$ cat src/rtl/sm83_irq_ctrl.sv
// Interrupt controller for the sm83 core: owns IF/IE/IME, resolves priority and sequences dispatch.
// Latency: irq_take is combinational; the dispatch sequence spans 5 further M-cycles back to IDLE.
// Backpressure: none; the core honours irq_take by suppressing its fetch, all state advances on m_tick.
//
// Ports:
//   clk, rst                    clock and synchronous active-high reset
//   m_tick                      M-cycle strobe qualifying IME/FSM/vector updates
//   irq_req[NUM_IRQ-1:0]        request pulses, each sets its IF bit in any clk cycle
//   reg_wr_en/reg_sel/reg_wdata register write port (sel 0 = IF, 1 = IE)
//   reg_rdata                   IF reads {3'b111, IF}, IE reads all 8 bits
//   instr_boundary, ctl_ei, ctl_di, ctl_reti, halted   decoder timing and strobes
//   wake, irq_take, ime         pending indication, dispatch accept, master enable
//   disp_active, disp_push_hi, disp_push_lo, disp_jump, vector   dispatch sequence to the core
module sm83_irq_ctrl #(
    parameter int          NUM_IRQ    = 5,
    parameter logic [15:0] VEC_BASE   = 16'h0040,
    parameter int          VEC_STRIDE = 8
) (
    input  logic               clk,
    input  logic               rst,
    input  logic               m_tick,
    input  logic [NUM_IRQ-1:0] irq_req,
    input  logic               reg_wr_en,
    input  logic               reg_sel,
    input  logic [7:0]         reg_wdata,
    output logic [7:0]         reg_rdata,
    input  logic               instr_boundary,
    input  logic               ctl_ei,
    input  logic               ctl_di,
    input  logic               ctl_reti,
    input  logic               halted,
    output logic               wake,
    output logic               irq_take,
    output logic               ime,
    output logic               disp_active,
    output logic               disp_push_hi,
    output logic               disp_push_lo,
    output logic               disp_jump,
    output logic [15:0]        vector
);

    localparam int IDX_W = (NUM_IRQ > 1) ? $clog2(NUM_IRQ) : 1;

    typedef enum logic [2:0] {
        IDLE    = 3'd0,
        WAIT0   = 3'd1,
        WAIT1   = 3'd2,
        PUSH_HI = 3'd3,
        PUSH_LO = 3'd4,
        JUMP    = 3'd5
    } state_t;

    state_t             state_q, state_d;
    logic [NUM_IRQ-1:0] if_q, if_d;
    logic [7:0]         ie_q;
    logic               ime_q;
    logic               ei_delay_q;
    logic [15:0]        vector_q;

    logic [NUM_IRQ-1:0] pend;
    logic [NUM_IRQ-1:0] pend_lsb;
    logic [IDX_W-1:0]   pend_idx;
    logic               resolve;
    logic               idle;

    // HALT exit is the core's job; wake already carries the condition it needs.
    logic unused_halted;
    assign unused_halted = halted;

    // Position of the lowest set bit (highest priority source).
    function automatic logic [IDX_W-1:0] lowest_idx(input logic [NUM_IRQ-1:0] v);
        lowest_idx = '0;
        for (int i = NUM_IRQ - 1; i >= 0; i--) begin
            if (v[i]) lowest_idx = IDX_W'(i);
        end
    endfunction

    // Only the low NUM_IRQ bits of IE take part; upper IE bits are storage only.
    assign pend     = ie_q[NUM_IRQ-1:0] & if_q;
    assign pend_lsb = pend & (~pend + 1'b1);
    assign pend_idx = lowest_idx(pend);
    assign idle     = (state_q == IDLE);
    assign resolve  = m_tick && (state_q == PUSH_HI);

    assign wake     = |pend;
    assign irq_take = m_tick && instr_boundary && ime_q && wake && idle;

    // ------------------------------------------------------------------
    // FSM: state register
    // ------------------------------------------------------------------
    always_ff @(posedge clk) begin
        if (rst) state_q <= IDLE;
        else     state_q <= state_d;
    end

    // FSM: next state
    always_comb begin
        state_d = state_q;
        if (m_tick) begin
            case (state_q)
                IDLE:    if (irq_take) state_d = WAIT0;
                WAIT0:   state_d = WAIT1;
                WAIT1:   state_d = PUSH_HI;
                PUSH_HI: state_d = PUSH_LO;
                PUSH_LO: state_d = JUMP;
                JUMP:    state_d = IDLE;
                default: state_d = IDLE;
            endcase
        end
    end

    // FSM: outputs
    always_comb begin
        disp_active  = (state_q != IDLE);
        disp_push_hi = (state_q == PUSH_HI);
        disp_push_lo = (state_q == PUSH_LO);
        disp_jump    = (state_q == JUMP);
    end

    // ------------------------------------------------------------------
    // IF: dispatch clear, then register write, then new requests, so a
    // request arriving alongside a clear or write is never lost.
    // ------------------------------------------------------------------
    always_comb begin
        if_d = if_q;
        if (resolve) if_d = if_d & ~pend_lsb;
        if (reg_wr_en && !reg_sel) if_d = reg_wdata[NUM_IRQ-1:0];
        if_d = if_d | irq_req;
    end

    always_ff @(posedge clk) begin
        if (rst) begin
            if_q <= '0;
            ie_q <= '0;
        end else begin
            if_q <= if_d;
            if (reg_wr_en && reg_sel) ie_q <= reg_wdata;
        end
    end

    // ------------------------------------------------------------------
    // IME. Later assignments take precedence: delayed EI promotion, RETI,
    // EI arm, DI, then dispatch entry. The promotion only looks at the
    // registered ei_delay, so an EI at this very boundary waits for the next
    // one and irq_take here still sees the old ime.
    // ------------------------------------------------------------------
    always_ff @(posedge clk) begin
        if (rst) begin
            ime_q      <= 1'b0;
            ei_delay_q <= 1'b0;
        end else if (m_tick) begin
            if (idle) begin
                if (instr_boundary && ei_delay_q) begin
                    ime_q      <= 1'b1;
                    ei_delay_q <= 1'b0;
                end
                if (ctl_reti) ime_q <= 1'b1;
                if (ctl_ei)   ei_delay_q <= 1'b1;
                if (ctl_di) begin
                    ime_q      <= 1'b0;
                    ei_delay_q <= 1'b0;
                end
            end
            if (irq_take) begin
                ime_q      <= 1'b0;
                ei_delay_q <= 1'b0;
            end
        end
    end

    // ------------------------------------------------------------------
    // Vector: resolved on leaving PUSH_HI using the enables/flags of that
    // cycle; if software cleared them during the push, the dispatch is
    // cancelled and jumps to 0x0000.
    // ------------------------------------------------------------------
    always_ff @(posedge clk) begin
        if (rst) begin
            vector_q <= '0;
        end else if (resolve) begin
            if (|pend) vector_q <= VEC_BASE + 16'(VEC_STRIDE) * 16'(pend_idx);
            else       vector_q <= 16'h0000;
        end
    end

    always_comb begin
        reg_rdata = 8'hFF;
        reg_rdata[NUM_IRQ-1:0] = if_q;
        if (reg_sel) reg_rdata = ie_q;
    end

    assign ime    = ime_q;
    assign vector = vector_q;

endmodule

$ cat config.mk
export PLATFORM = sky130hd
export DESIGN_NAME = sm83_irq_ctrl
export DESIGN_NICKNAME = d
export VERILOG_FILES = /design/src/rtl/sm83_irq_ctrl.sv
export SDC_FILE = /design/constraint.sdc
export NUM_CORES = 1
export LEC_CHECK = 0
export ABC_AREA = 1
export ABC_CLOCK_PERIOD_IN_PS = 1200
export CORE_MARGIN = 2
export CORE_UTILIZATION = 30
export CTS_BUF_LIST = sky130_fd_sc_hd__clkbuf_8 sky130_fd_sc_hd__clkbuf_16
export CTS_CLUSTER_DIAMETER = 80
export CTS_CLUSTER_SIZE = 25
export DETAILED_ROUTE_END_ITERATION = 6
export DONT_BUFFER_PORTS = 1
export MAX_ROUTING_LAYER = met4
export PLACE_DENSITY = 0.43
export RECOVER_POWER = 100
export SYNTH_ARGS = -nofsm -noshare
export SYNTH_HDL_FRONTEND = slang
export SYNTH_SLANG_ARGS = --single-unit
$ cat constraint.sdc
create_clock -name clk -period 1.2 [get_ports clk]
set_clock_uncertainty 0.15 [all_clocks]
set_input_delay 0.12 -clock clk [delete_from_list [all_inputs] [get_ports clk]]
set_output_delay 0.12 -clock clk [all_outputs]
set_load 0.05 [all_outputs]
Word level (Yosys, flattened, before mapping)
Index checks and enable logic that the tools add are counted.

Logic and storage cells: 59. Output and inout port bits: 31. Register bits: 34. Input port bits: 23.

Muxes and demuxes: 21. Add/sub/neg operators: 2. Eq/ne operators: 6. Reduce and logical (&&, ||, !) cells: 18. Bitwise gates (word level): 6.

Operator list (number): 3-bit two-way mux (6); 8-bit two-way mux (2); 5-bit bitwise AND (3); 3-bit one-hot mux with 5 select lines (1); 1-bit two-way mux (10); 5-bit two-way mux (2); 5-bit NOT (2); 7-bit by 6-bit adder with 8-bit output (first input constant) (1); 1-bit logical AND (8); 4-bit nonzero test (2); 3-bit by 2-bit == test with 1-bit output (second input constant) (2); 3-bit == test (second input constant) (2); 3-bit AND reduction (2); 5-bit by 1-bit adder with 5-bit output (second input constant) (1); 5-bit bitwise OR (1); 5-bit OR reduction (1); 3-bit by 1-bit == test with 1-bit output (second input constant) (1); 3-bit logical NOT (1); 3-bit nonzero test (1); 2-bit inequality test (second input constant) (1); 2-bit AND reduction (1); 2-bit nonzero test (1); 1-bit logical NOT (1).

Longest topological paths before layout
Gate-level depths: netlist of the first run.

Depth after elaboration: 9. Depth in mapped cells: 8. Depth with buffers taken out: 8.

Least setup slack after synthesis of the first run
Ideal clock, no wire load.

Path type: reg2out. Start: register ime_q (netlist: ime). End: output port irq_take. Stages on the path, launching flop included: 4. Data required time: 930 ps. Arrival time: 1602 ps. Path buffers: 0. Setup slack: -672 ps. Path through: dfxtp_1 nand3_1 o21bai_4 nor2_1.

Cells in the longest elaborated chain, start to end: 3.

RTL lines: from (decl) (RTL line 56) `logic ime_q;`; from (signal assigned) (RTL line 149) `ime_q <= 1'b0;`; from (signal assigned) (RTL line 154) `ime_q <= 1'b1;`; from (signal assigned) (RTL line 157) `if (ctl_reti) ime_q <= 1'b1;`; 1-bit logical AND (3 in a row) (RTL line 86) `assign irq_take = m_tick && instr_boundary && ime_q && wake && idle;`; to (decl) (RTL line 33) `output logic irq_take,`.

Every way passes these cells.

Worst setup path after layout of the first run
Start: register ie_q[0]. End: output port wake.

Cells in the longest elaborated chain, start to end: 2.

RTL lines: from (decl) (RTL line 55) `logic [7:0] ie_q;`; from (signal assigned) (RTL line 137) `if (reg_wr_en && reg_sel) ie_q <= reg_wdata;`; 5-bit bitwise AND (RTL line 79) `assign pend = ie_q[NUM_IRQ-1:0] & if_q;`; 5-bit OR reduction (RTL line 85) `assign wake = |pend;`; to (decl) (RTL line 32) `output logic wake,`.

Every way passes these cells.

==> reports/qor.txt, run 1 <==
Final WS setup - -0.307 ns
Final Setup Violations - 25
Sum Neg Setup Slack - -4.07 ns
status - complete, but fails checks
final worst-path cycle share - 1.26
# H-tree levels - 1
violated checks - hold timing, setup timing
Initial Util - 0.307
layout cells sized above 1 - 0.500
Synth Area per Inst - 6.90 µm²
Register-to-Register Path Depth - 8
placed wire-length estimate - 2460 µm
HP Class - input port to register
Worst EP required - 0.93 ns
most frequent cells in the layout - buf_4, dlygate4sd3_1, nand2_1, nor2_1, nand2_2
post-layout util - 0.567
leakage power total - 1.03 nW
CTS root buf - clkbuf_8
I/O pins - 54
fin. max-slew vios - 0
mux cell area share after synthesis - 0
largest family of logic cells by synthesized area - simple AND/OR/NAND/NOR gates
Post-Syn Instances - 177
DIE AREA - 4600 µm²
Num CTS Buffers - 3
post-route antenna net violation count - 0
Netlist cell types - 25
worst hold endpoint - state_q[2]
chip height - 67.8 µm
nature of the critical path endpoint - primary output
xor and xnor area share after synthesis - 0
ys flop type - dfxtp_1
Total Wirelength - 3770 µm
f_max - 0.664 GHz
Chip Width - 67.8 µm
r2r startpoint - state_q[0]
CTS tree - yes
routability cong. - 0.783
# rows - 23
via/cell ratio - 4.61
startpoint types - register
Critical Path AT - 1.24 ns
Fillers - 371
most common cell after layout, fill and taps aside - buf_4
Max Cap Viol - 0
Worst Hold Depth - 2
YS warnings - 0
post-DR wirelength/cell - 12.6 µm
Clock Path Buffers - 2
crit path kind - register to primary output
number of global-route vias before repair - 1360
Min Hold Slack - -0.168 ns
initial antenna violation count - 0
DRC Markers - 0
gr usage total - 0.174
largest net degree at the start of global routing - 13
Final min period - 1.51 ns
asr flop ratio synth - 0
synthesized area - 1220 µm²
Ant. Diodes - 0
layout net count - 274
Max rail drop VDD - 0.634 mV
Detailed Routing Iterations Pass 1 - 4
RSZ-0062 raised after global routing - true
clock sinks - 22
Congestion Overflow GR - 0
Final Hold Vio Count - 7
Post-synth EDFFs - 0
Reg-to-Reg End - if_q[3]
register area share after synthesis - 0.361
Hold Path Origin - m_tick
simple-gate share of the synthesized area - 0.325
flop and latch count out of synthesis - 22
crit-path max FO - 4
Compound-Gate Fraction of Synth Area - 0.176
first-pass GRT wire length - 5890 µm
clk_lat worst skew - 0.26 ns
via count - 1383
Worst R2R Setup Slack - -0.22 ns
CTS clk-pin slew, worst paths - 0.08 ns
synthesis-to-layout area growth - 84.4%
CORE AREA - 3970 µm²
PwrDens - 988 nW/µm²
drt initial violations - 36
Adder-Cell Fraction of Synth Area - 0
Buffers on Ports - 0
hold_buf cts - 20
[timing repair]
item                                   CTS  global route
gates resized for setup                 56            17
endpoints found under the hold margin   22             7
buffers inserted                         7            11
setup endpoints to repair               28            27
pin swaps                               15            11
[state kept, by name, summed over array words and instances, names as in the netlist]
register / cells
if_q: 5
ime: 1
ei_delay_q: 1
ie_q: 8
state_q: 3
vector: 4
[cell families (layout without fill, tap and decap cells)]
kind of cell           Yosys count  in the layout
other                            1             12
DFF                             22             22
buffers and inverters           31             93
AOI/OAI and AO/OA               36             36
and+or+nand+nor                 87             87
[through the flow]
stage,power [W],instance area (µm²),setup WS (ns),cells,hold slack (ns)
5_1_grt,0.00234,2250,-0.363,300,-0.175
3_3_place_gp,0.00149,1680,-0.0867,262,0.0428
4_1_cts,0.00220,2140,-0.313,292,-0.153
2_1_floorplan,0.00131,1330,-0.242,188,0.0998
3_5_place_dp,0.00150,1680,-0.108,262,0.0432
6_report,0.00223,2250,-0.307,300,-0.168
[worst max-delay path: stages, from the launching register on]
cell     delay, ns
dfxtp_2       0.34
nand2_4       0.09
buf_4         0.12
nand2_4       0.05
nor2_4        0.14
nand2_4       0.07
buf_12        0.14
[cell type report]
type,instances,area [µm²],share of cell area
Tap cell,50,62.6,0.0278
Inverter,15,58.8,0.0261
Timing Repair Buffer,74,759,0.337
Sequential cell,22,468,0.208
Clock buffer,4,55.1,0.0244
Multi-Input combinational cell,135,848,0.377
[Yosys cell counts, types with 2 or more instances]
cell	n	area (µm²)
nand2_1	40	150
nor2_1	23	86.3
dfxtp_1	22	440
a21oi_1	14	70.1
buf_4	13	97.6
inv_1	11	41.3
nand3_1	11	55.1
o21ai_0	11	55.1
a31oi_1	4	25.0
nor2_4	4	45.0
clkbuf_1	3	11.3
inv_2	3	11.3
o21bai_1	3	22.5
or2_2	3	18.8
nand2_2	2	12.5
[where the power goes]
part	internal, W	switching [W]	total (W)
clock	0.000293	0.000249	0.000542
combinational	0.000356	0.000501	0.000857
sequential	0.000781	0.0000463	0.000827
[worst max-delay path by stage]
stage,from,to,depth (start not counted)
floorplan,state_q[1],if_q[3],7
global placement,ie_q[3],irq_take,6
detailed placement,if_q[3],if_q[4],6
CTS,state_q[0],irq_take,6
global route,if_q[1],irq_take,6
finish,ie_q[0],wake,6
[per-layer routing]
layer | track usage | wire (µm) | up-vias
met2 | 0.321 | 2020 | 31
met5 | - | 0 | -
met3 | 0.0300 | 143 | 2
li1 | - | - | 702
met1 | 0.191 | 1580 | 648
met4 | 0.0450 | 23 | 0
No activity file was read; power rests on OpenSTA's default activity.
==> run 2: changes to the inputs <==
--- a/config.mk
+++ b/config.mk
@@ -6,7 +6,6 @@
 export NUM_CORES = 1
 export LEC_CHECK = 0
 export ABC_AREA = 1
-export ABC_CLOCK_PERIOD_IN_PS = 1200
 export CORE_MARGIN = 2
 export CORE_UTILIZATION = 30
 export CTS_BUF_LIST = sky130_fd_sc_hd__clkbuf_8 sky130_fd_sc_hd__clkbuf_16
@@ -17,6 +16,7 @@
 export MAX_ROUTING_LAYER = met4
 export PLACE_DENSITY = 0.43
 export RECOVER_POWER = 100
+export SETUP_SLACK_MARGIN = 0.1
 export SYNTH_ARGS = -nofsm -noshare
 export SYNTH_HDL_FRONTEND = slang
 export SYNTH_SLANG_ARGS = --single-unit
==> run 2 against run 1 <==
  * The flow finishes with violations (setup timing)
  * Power grew 1.6%
  * Register-to-register slack lost 0.02 ns
  * Global-route usage grew 1.3 points
  * Sequential share of layout area shrank 1.2 points
  * Largest power group unchanged
==> reports/qor.txt, run 2 (same netlist as run 1, synthesis figures left out) <==
Final WS setup - -0.335 ns
CP startpoint - ie_q[1]
CTS root buf - clkbuf_8
Total Wirelength - 4120 µm
number of global-route vias before repair - 1430
# H-tree levels - 1
I/O pins - 54
routability cong. - 0.749
Buffers on Ports - 0
Congestion Overflow GR - 0
post-layout util - 0.604
max reg flops - 8
DIE AREA - 4600 µm²
nature of the critical path endpoint - primary output
PwrDens - 942 nW/µm²
first-pass GRT wire length - 6340 µm
placed wire-length estimate - 2580 µm
Worst EP required - 0.93 ns
layout cells sized above 1 - 0.537
Slowest cell on crit path - dfxtp_2
DRC Markers - 0
via/cell ratio - 4.67
Max Cap Viol - 0
Initial Util - 0.307
largest net degree at the start of global routing - 13
Worst Hold Depth - 3
# rows - 23
status - complete, but fails checks
Reg with most FFs - ie_q
synthesis-to-layout area growth - 96.5%
clk_lat worst skew - 0.26 ns
Final Hold Vio Count - 0
initial antenna violation count - 0
CTS clk-pin slew, worst paths - 0.09 ns
Register-to-Register Path Depth - 8
Num CTS Buffers - 3
crit-path max cell delay - 0.35 ns
layout net count - 283
drt initial violations - 55
Final Setup Violations - 25
final cell count without fillers - 309
post-DR wirelength/cell - 13.3 µm
Final min period - 1.53 ns
crit-path cells - nand2_4 -> nand3_2 -> o21bai_4 -> buf_6 -> nor2_4 -> buf_12
clock sinks - 22
CORE AREA - 3970 µm²
violated checks - setup timing
fin. max-slew vios - 0
Chip Width - 67.8 µm
Min Hold Slack - 0.0177 ns
crit path kind - register to primary output
Hold Path Origin - reg_sel
RSZ-0062 raised after global routing - true
r2r startpoint - state_q[1]
Detailed Routing Iterations Pass 1 - 4
post-route antenna net violation count - 0
Max rail drop VDD - 0.488 mV
final worst-path cycle share - 1.28
CTS tree - yes
f_max - 0.652 GHz
chip height - 67.8 µm
Ant. Diodes - 0
placed cell count - 264
via count - 1442
leakage power total - 1.10 nW
overall power - 0.00226 W
gr usage total - 0.187
most frequent cells in the layout - buf_6, buf_4, dlygate4sd3_1
crit-path max FO - 3
Sum Neg Setup Slack - -4.01 ns
startpoint types - register
Critical Path AT - 1.26 ns
HP Class - input port to register
Clock Path Buffers - 2
-- run 2: final timing paths --
path / endpoint / slack, ns
setup / recovery: irq_take / -0.33
setup reg to reg: if_q[3] / -0.24
hold / removal: ie_q[0] / 0.02
hold reg to reg: vector[6] / 0.31
-- run 2: metal layers --
| layer | share of wire | GRT usage | vias to the layer above |
|---|---|---|---|
| met5 | 0 | - | - |
| met4 | 0.012 | 0.0500 | 0 |
| met3 | 0.041 | 0.0217 | 4 |
| met2 | 0.56 | 0.337 | 39 |
| met1 | 0.38 | 0.218 | 686 |
| li1 | - | - | 713 |
-- run 2: through the flow --
| stage | setup WS [ns] | area (µm²) |
|---|---|---|
| floorplan | -0.242 | 1340 |
| global placement | -0.0806 | 1700 |
| detailed placement | -0.113 | 1700 |
| CTS | -0.321 | 2210 |
| global route | -0.373 | 2400 |
| finish | -0.335 | 2400 |
-- run 2: critical path, delay by kind of cell (launching register included) --
kind,cells,cell delay (ns)
AOI/OAI and AO/OA,1,0.16
buffers and inverters,2,0.26
DFF,1,0.35
and+or+nand+nor,3,0.22
-- run 2: cell type report --
class / count / area [µm²]
fill: 364 / 1570
timing repair buffer: 83 / 878
multi-input combinational: 135 / 877
sequential: 22 / 470
inverter: 15 / 66.3
tap: 50 / 62.6
clock buffer: 3 / 41.3
clock inverter: 1 / 3.75
-- run 2: power breakdown --
| group | leakage [nW] | switching (W) | total, W | internal (W) |
|---|---|---|---|---|
| registers | 0.188 | 0.0000471 | 0.000828 | 0.000781 |
| logic | 0.887 | 0.000536 | 0.000956 | 0.000420 |
| clock network | 0.0231 | 0.000249 | 0.000477 | 0.000228 |
| total | 1.10 | 0.000832 | 0.00226 | 0.00143 |
-- run 2: repair_timing --
action / in CTS / in global routing
hold buffers: 20 / 0
pin swaps: 25 / 25
endpoints found under the setup margin: 28 / 33
setup buffers: 8 / 19
gates resized for setup: 68 / 36
cloned: 0 / 0
hold endpoints to repair: 22 / 0
==> run 3: changes to the inputs <==
--- a/config.mk
+++ b/config.mk
@@ -7,14 +7,14 @@
 export LEC_CHECK = 0
 export ABC_AREA = 1
 export CORE_MARGIN = 2
-export CORE_UTILIZATION = 30
+export CORE_UTILIZATION = 55
 export CTS_BUF_LIST = sky130_fd_sc_hd__clkbuf_8 sky130_fd_sc_hd__clkbuf_16
 export CTS_CLUSTER_DIAMETER = 80
 export CTS_CLUSTER_SIZE = 25
 export DETAILED_ROUTE_END_ITERATION = 6
 export DONT_BUFFER_PORTS = 1
 export MAX_ROUTING_LAYER = met4
-export PLACE_DENSITY = 0.43
+export PLACE_DENSITY = 0.71
 export RECOVER_POWER = 100
 export SETUP_SLACK_MARGIN = 0.1
 export SYNTH_ARGS = -nofsm -noshare
==> run 3 against run 2 <==
  * The run now fails in clock tree synthesis (4_1_cts)
  * Area after synthesis is the same
  * Synthesized cell count stayed put
==> reports/qor.txt, run 3 <==
dpl ws - -0.172 ns
Initial Util - 0.568
area share of the largest cell type after synthesis - 0.361
clock sinks - 22
YS warnings - 0
Synth Area per Inst - 6.90 µm²
Post-Syn Instances - 177
asr flop ratio synth - 0
Chip Width - 51.1 µm
Netlist cell types - 25
synthesized area - 1220 µm²
Clock Path Buffers - 2
# H-tree levels - 1
# rows - 17
synth top area cells - dfxtp_1, nand2_1, buf_4, nor2_1, a21oi_1
post-synth top area cell - dfxtp_1
status - stopped before the end
register area share after synthesis - 0.361
stage where the run ended - clock tree synthesis (4_1_cts)
CTS root buf - clkbuf_8
I/O pins - 54
ys flop type - dfxtp_1
Post-synth top cells - nand2_1, nor2_1, dfxtp_1, a21oi_1, buf_4
flop and latch count out of synthesis - 22
chip height - 51.1 µm
Post-synth EDFFs - 0
Num CTS Buffers - 3
placed wire-length estimate - 2370 µm
Setup Buffers After CTS - 15
Buffers on Ports - 0
routability cong. - 0.846
most frequent cell after synthesis - nand2_1
First Error - [ERROR DPL-0038] Utilization greater than 100%, impossible to legalize
hold_buf cts - 18
post-CTS sizing - 61
[run 3: stage by stage]
step                      hold slack, ns  std cells  instance area, µm²
after floorplan                   0.0998        188                1340
after global placement            0.0378        236                1630
after detailed placement          0.0427        236                1630
[run 3: cell families after synthesis]
family	Yosys count	share of synthesized area
compound gates	36	0.176
other cells	1	0.00307
buf+inv	31	0.135
flops	22	0.361
simple gates	87	0.325
==> run 4: changes to the inputs <==
==> config.mk (replaced) <==
export PLATFORM = sky130hd
export DESIGN_NAME = sm83_irq_ctrl
export DESIGN_NICKNAME = d
export VERILOG_FILES = /design/src/rtl/sm83_irq_ctrl.sv
export SDC_FILE = /design/constraint.sdc
export NUM_CORES = 1
export LEC_CHECK = 0
export ABC_AREA = 1
export CORE_AREA = 2 2 63 65
export DETAILED_ROUTE_END_ITERATION = 6
export DIE_AREA = 0 0 65 67
export DONT_BUFFER_PORTS = 1
export PLACE_DENSITY_LB_ADDON = 0.15
export RECOVER_POWER = 100
export SYNTH_ARGS = -nofsm -noshare
export SYNTH_HDL_FRONTEND = slang
export SYNTH_SLANG_ARGS = --single-unit
==> constraint.sdc (replaced) <==
create_clock -name clk -period 1.56 [get_ports clk]
set_clock_uncertainty 0.15 [all_clocks]
set_input_delay 0.156 -clock clk [delete_from_list [all_inputs] [get_ports clk]]
set_output_delay 0.156 -clock clk [all_outputs]
set_load 0.05 [all_outputs]
==> run 4 against run 3 <==
  * The flow now finishes without violations
==> reports/qor.txt, run 4 (same netlist as run 1, synthesis figures left out) <==
overall power - 0.00148 W
I/O pins - 54
area of the multi-input gates - 707 µm²
Final min period - 1.54 ns
CTS tree - yes
CP startpoint - state_q[1]
CTS clk-pin slew, worst paths - 0.07 ns
Fillers - 375
# rows - 22
Worst R2R Setup Slack - 0.14 ns
Min Hold Slack - 0.00171 ns
crit path kind - register to primary output
Detailed Routing Iterations Pass 1 - 4
r2r startpoint - ie_q[0]
post-route antenna net violation count - 0
RSZ-0062 raised after global routing - true
Register-to-Register Path Depth - 9
drt initial violations - 34
Clk network pwr share - 0.272
FF+latch area - 453 µm²
M3 GR Usage - 0.0338
leakage power total - 0.719 nW
Max rail drop VDD - 0.461 mV
Congestion Overflow GR - 0
sw frac - 0.357
startpoint types - register
Max Cap Viol - 0
CTS root buf - clkbuf_8
worst hold endpoint - state_q[2]
layout net count - 232
clock sinks - 22
final worst-path cycle share - 0.990
via/cell ratio - 4.59
Initial Util - 0.339
Final Hold Vio Count - 0
CORE AREA - 3610 µm²
post-layout util - 0.449
Final WS setup - 0.0158 ns
Total Wirelength - 2920 µm
post-DR wirelength/cell - 11.4 µm
first-pass GRT wire length - 4790 µm
Comb power frac - 0.299
sw power - 0.000529 W
Hold Path Origin - m_tick
Buffers on Ports - 0
most common cell after layout, fill and taps aside - nand2_1
most frequent cells in the layout - nand2_1, nor2_1, dlygate4sd3_1
dpl ws - 0.180 ns
Final Setup Violations - 0
routability cong. - 0.809
Seq pwr share - 0.428
placed cell count - 232
M2 GR Usage - 0.272
f_max - 0.648 GHz
placed wire-length estimate - 2140 µm
Ant. Diodes - 0
Reg-to-Reg End - state_q[0]
HP Class - input port to register
DIE AREA - 4360 µm²
DRC Markers - 0
Worst EP required - 1.25 ns
grt peak-use layer - met2
initial antenna violation count - 0
met1 Usage GRT - 0.155
chip height - 67 µm
relative slew slack - 0.604
PwrDens - 915 nW/µm²
crit-path max FO - 5
worst slew pin tran - 0.597 ns
# H-tree levels - 1
Num CTS Buffers - 3
status - complete, no violations
layout cells sized above 1 - 0.226
largest net degree at the start of global routing - 13
max reg flops - 8
synthesis-to-layout area growth - 32.6%
Chip Width - 65 µm
final cell count without fillers - 256
Reg with most FFs - ie_q
Worst Hold Depth - 3
Clock Path Buffers - 2
number of global-route vias before repair - 1098
clk_lat worst skew - 0.26 ns
internal power - 0.000952 W
gr usage total - 0.143
via count - 1176
fin. max-slew vios - 0
nature of the critical path endpoint - primary output
Critical Path AT - 1.24 ns
run 4: how the worst max path moves through the flow:
stage / endpoint / slack (ns)
final: irq_take / 0.02
after global routing: irq_take / -0.05
after CTS: wake / -0.03
after detailed placement: if_q[4] / 0.18
after global placement: irq_take / 0.20
after floorplan: irq_take / -0.12
run 4: layer usage:
| layer | share of wire | wire (µm) |
|---|---|---|
| met3 | 0.056 | 165 |
| met1 | 0.44 | 1290 |
| met5 | 0 | 0 |
| met4 | 0.0092 | 27 |
| met2 | 0.49 | 1440 |
run 4: repair_timing:
item	in CTS	in global routing
setup endpoints to repair	3	5
pin swaps	0	7
hold buffers	18	0
gates resized for setup	7	15
endpoints found under the hold margin	22	0
setup buffers	0	2
run 4: area by class of cell:
class | count | area share
multi-input cells | 135 | 0.437
inverters | 15 | 0.0363
clock buffers | 4 | 0.0340
flip-flops and latches | 22 | 0.280
repair buffers | 32 | 0.176
well taps | 48 | 0.0371
run 4: metrics by stage:
stage	setup TNS [ns]	area, µm²
2_1_floorplan	-0.119	1270
5_1_grt	-0.0510	1620
4_1_cts	-0.0491	1580
6_report	0	1620
3_5_place_dp	0	1320
3_3_place_gp	0	1320
run 4: critical path: stages (launching register included):
cell     delay [ns]
dfxtp_4        0.37
nor2_4         0.10
inv_2          0.06
nor2_4         0.14
inv_4          0.07
nor2_4         0.10
buf_12         0.14
run 4: power by group through the flow:
stage	combinational, W	sequential, W	clock [W]
final	0.000443	0.000635	0.000403
after floorplan	0.000342	0.000644	0
after global placement	0.000370	0.000638	0
after CTS	0.000424	0.000630	0.000423
after global routing	0.000478	0.000640	0.000449
after detailed placement	0.000374	0.000641	0
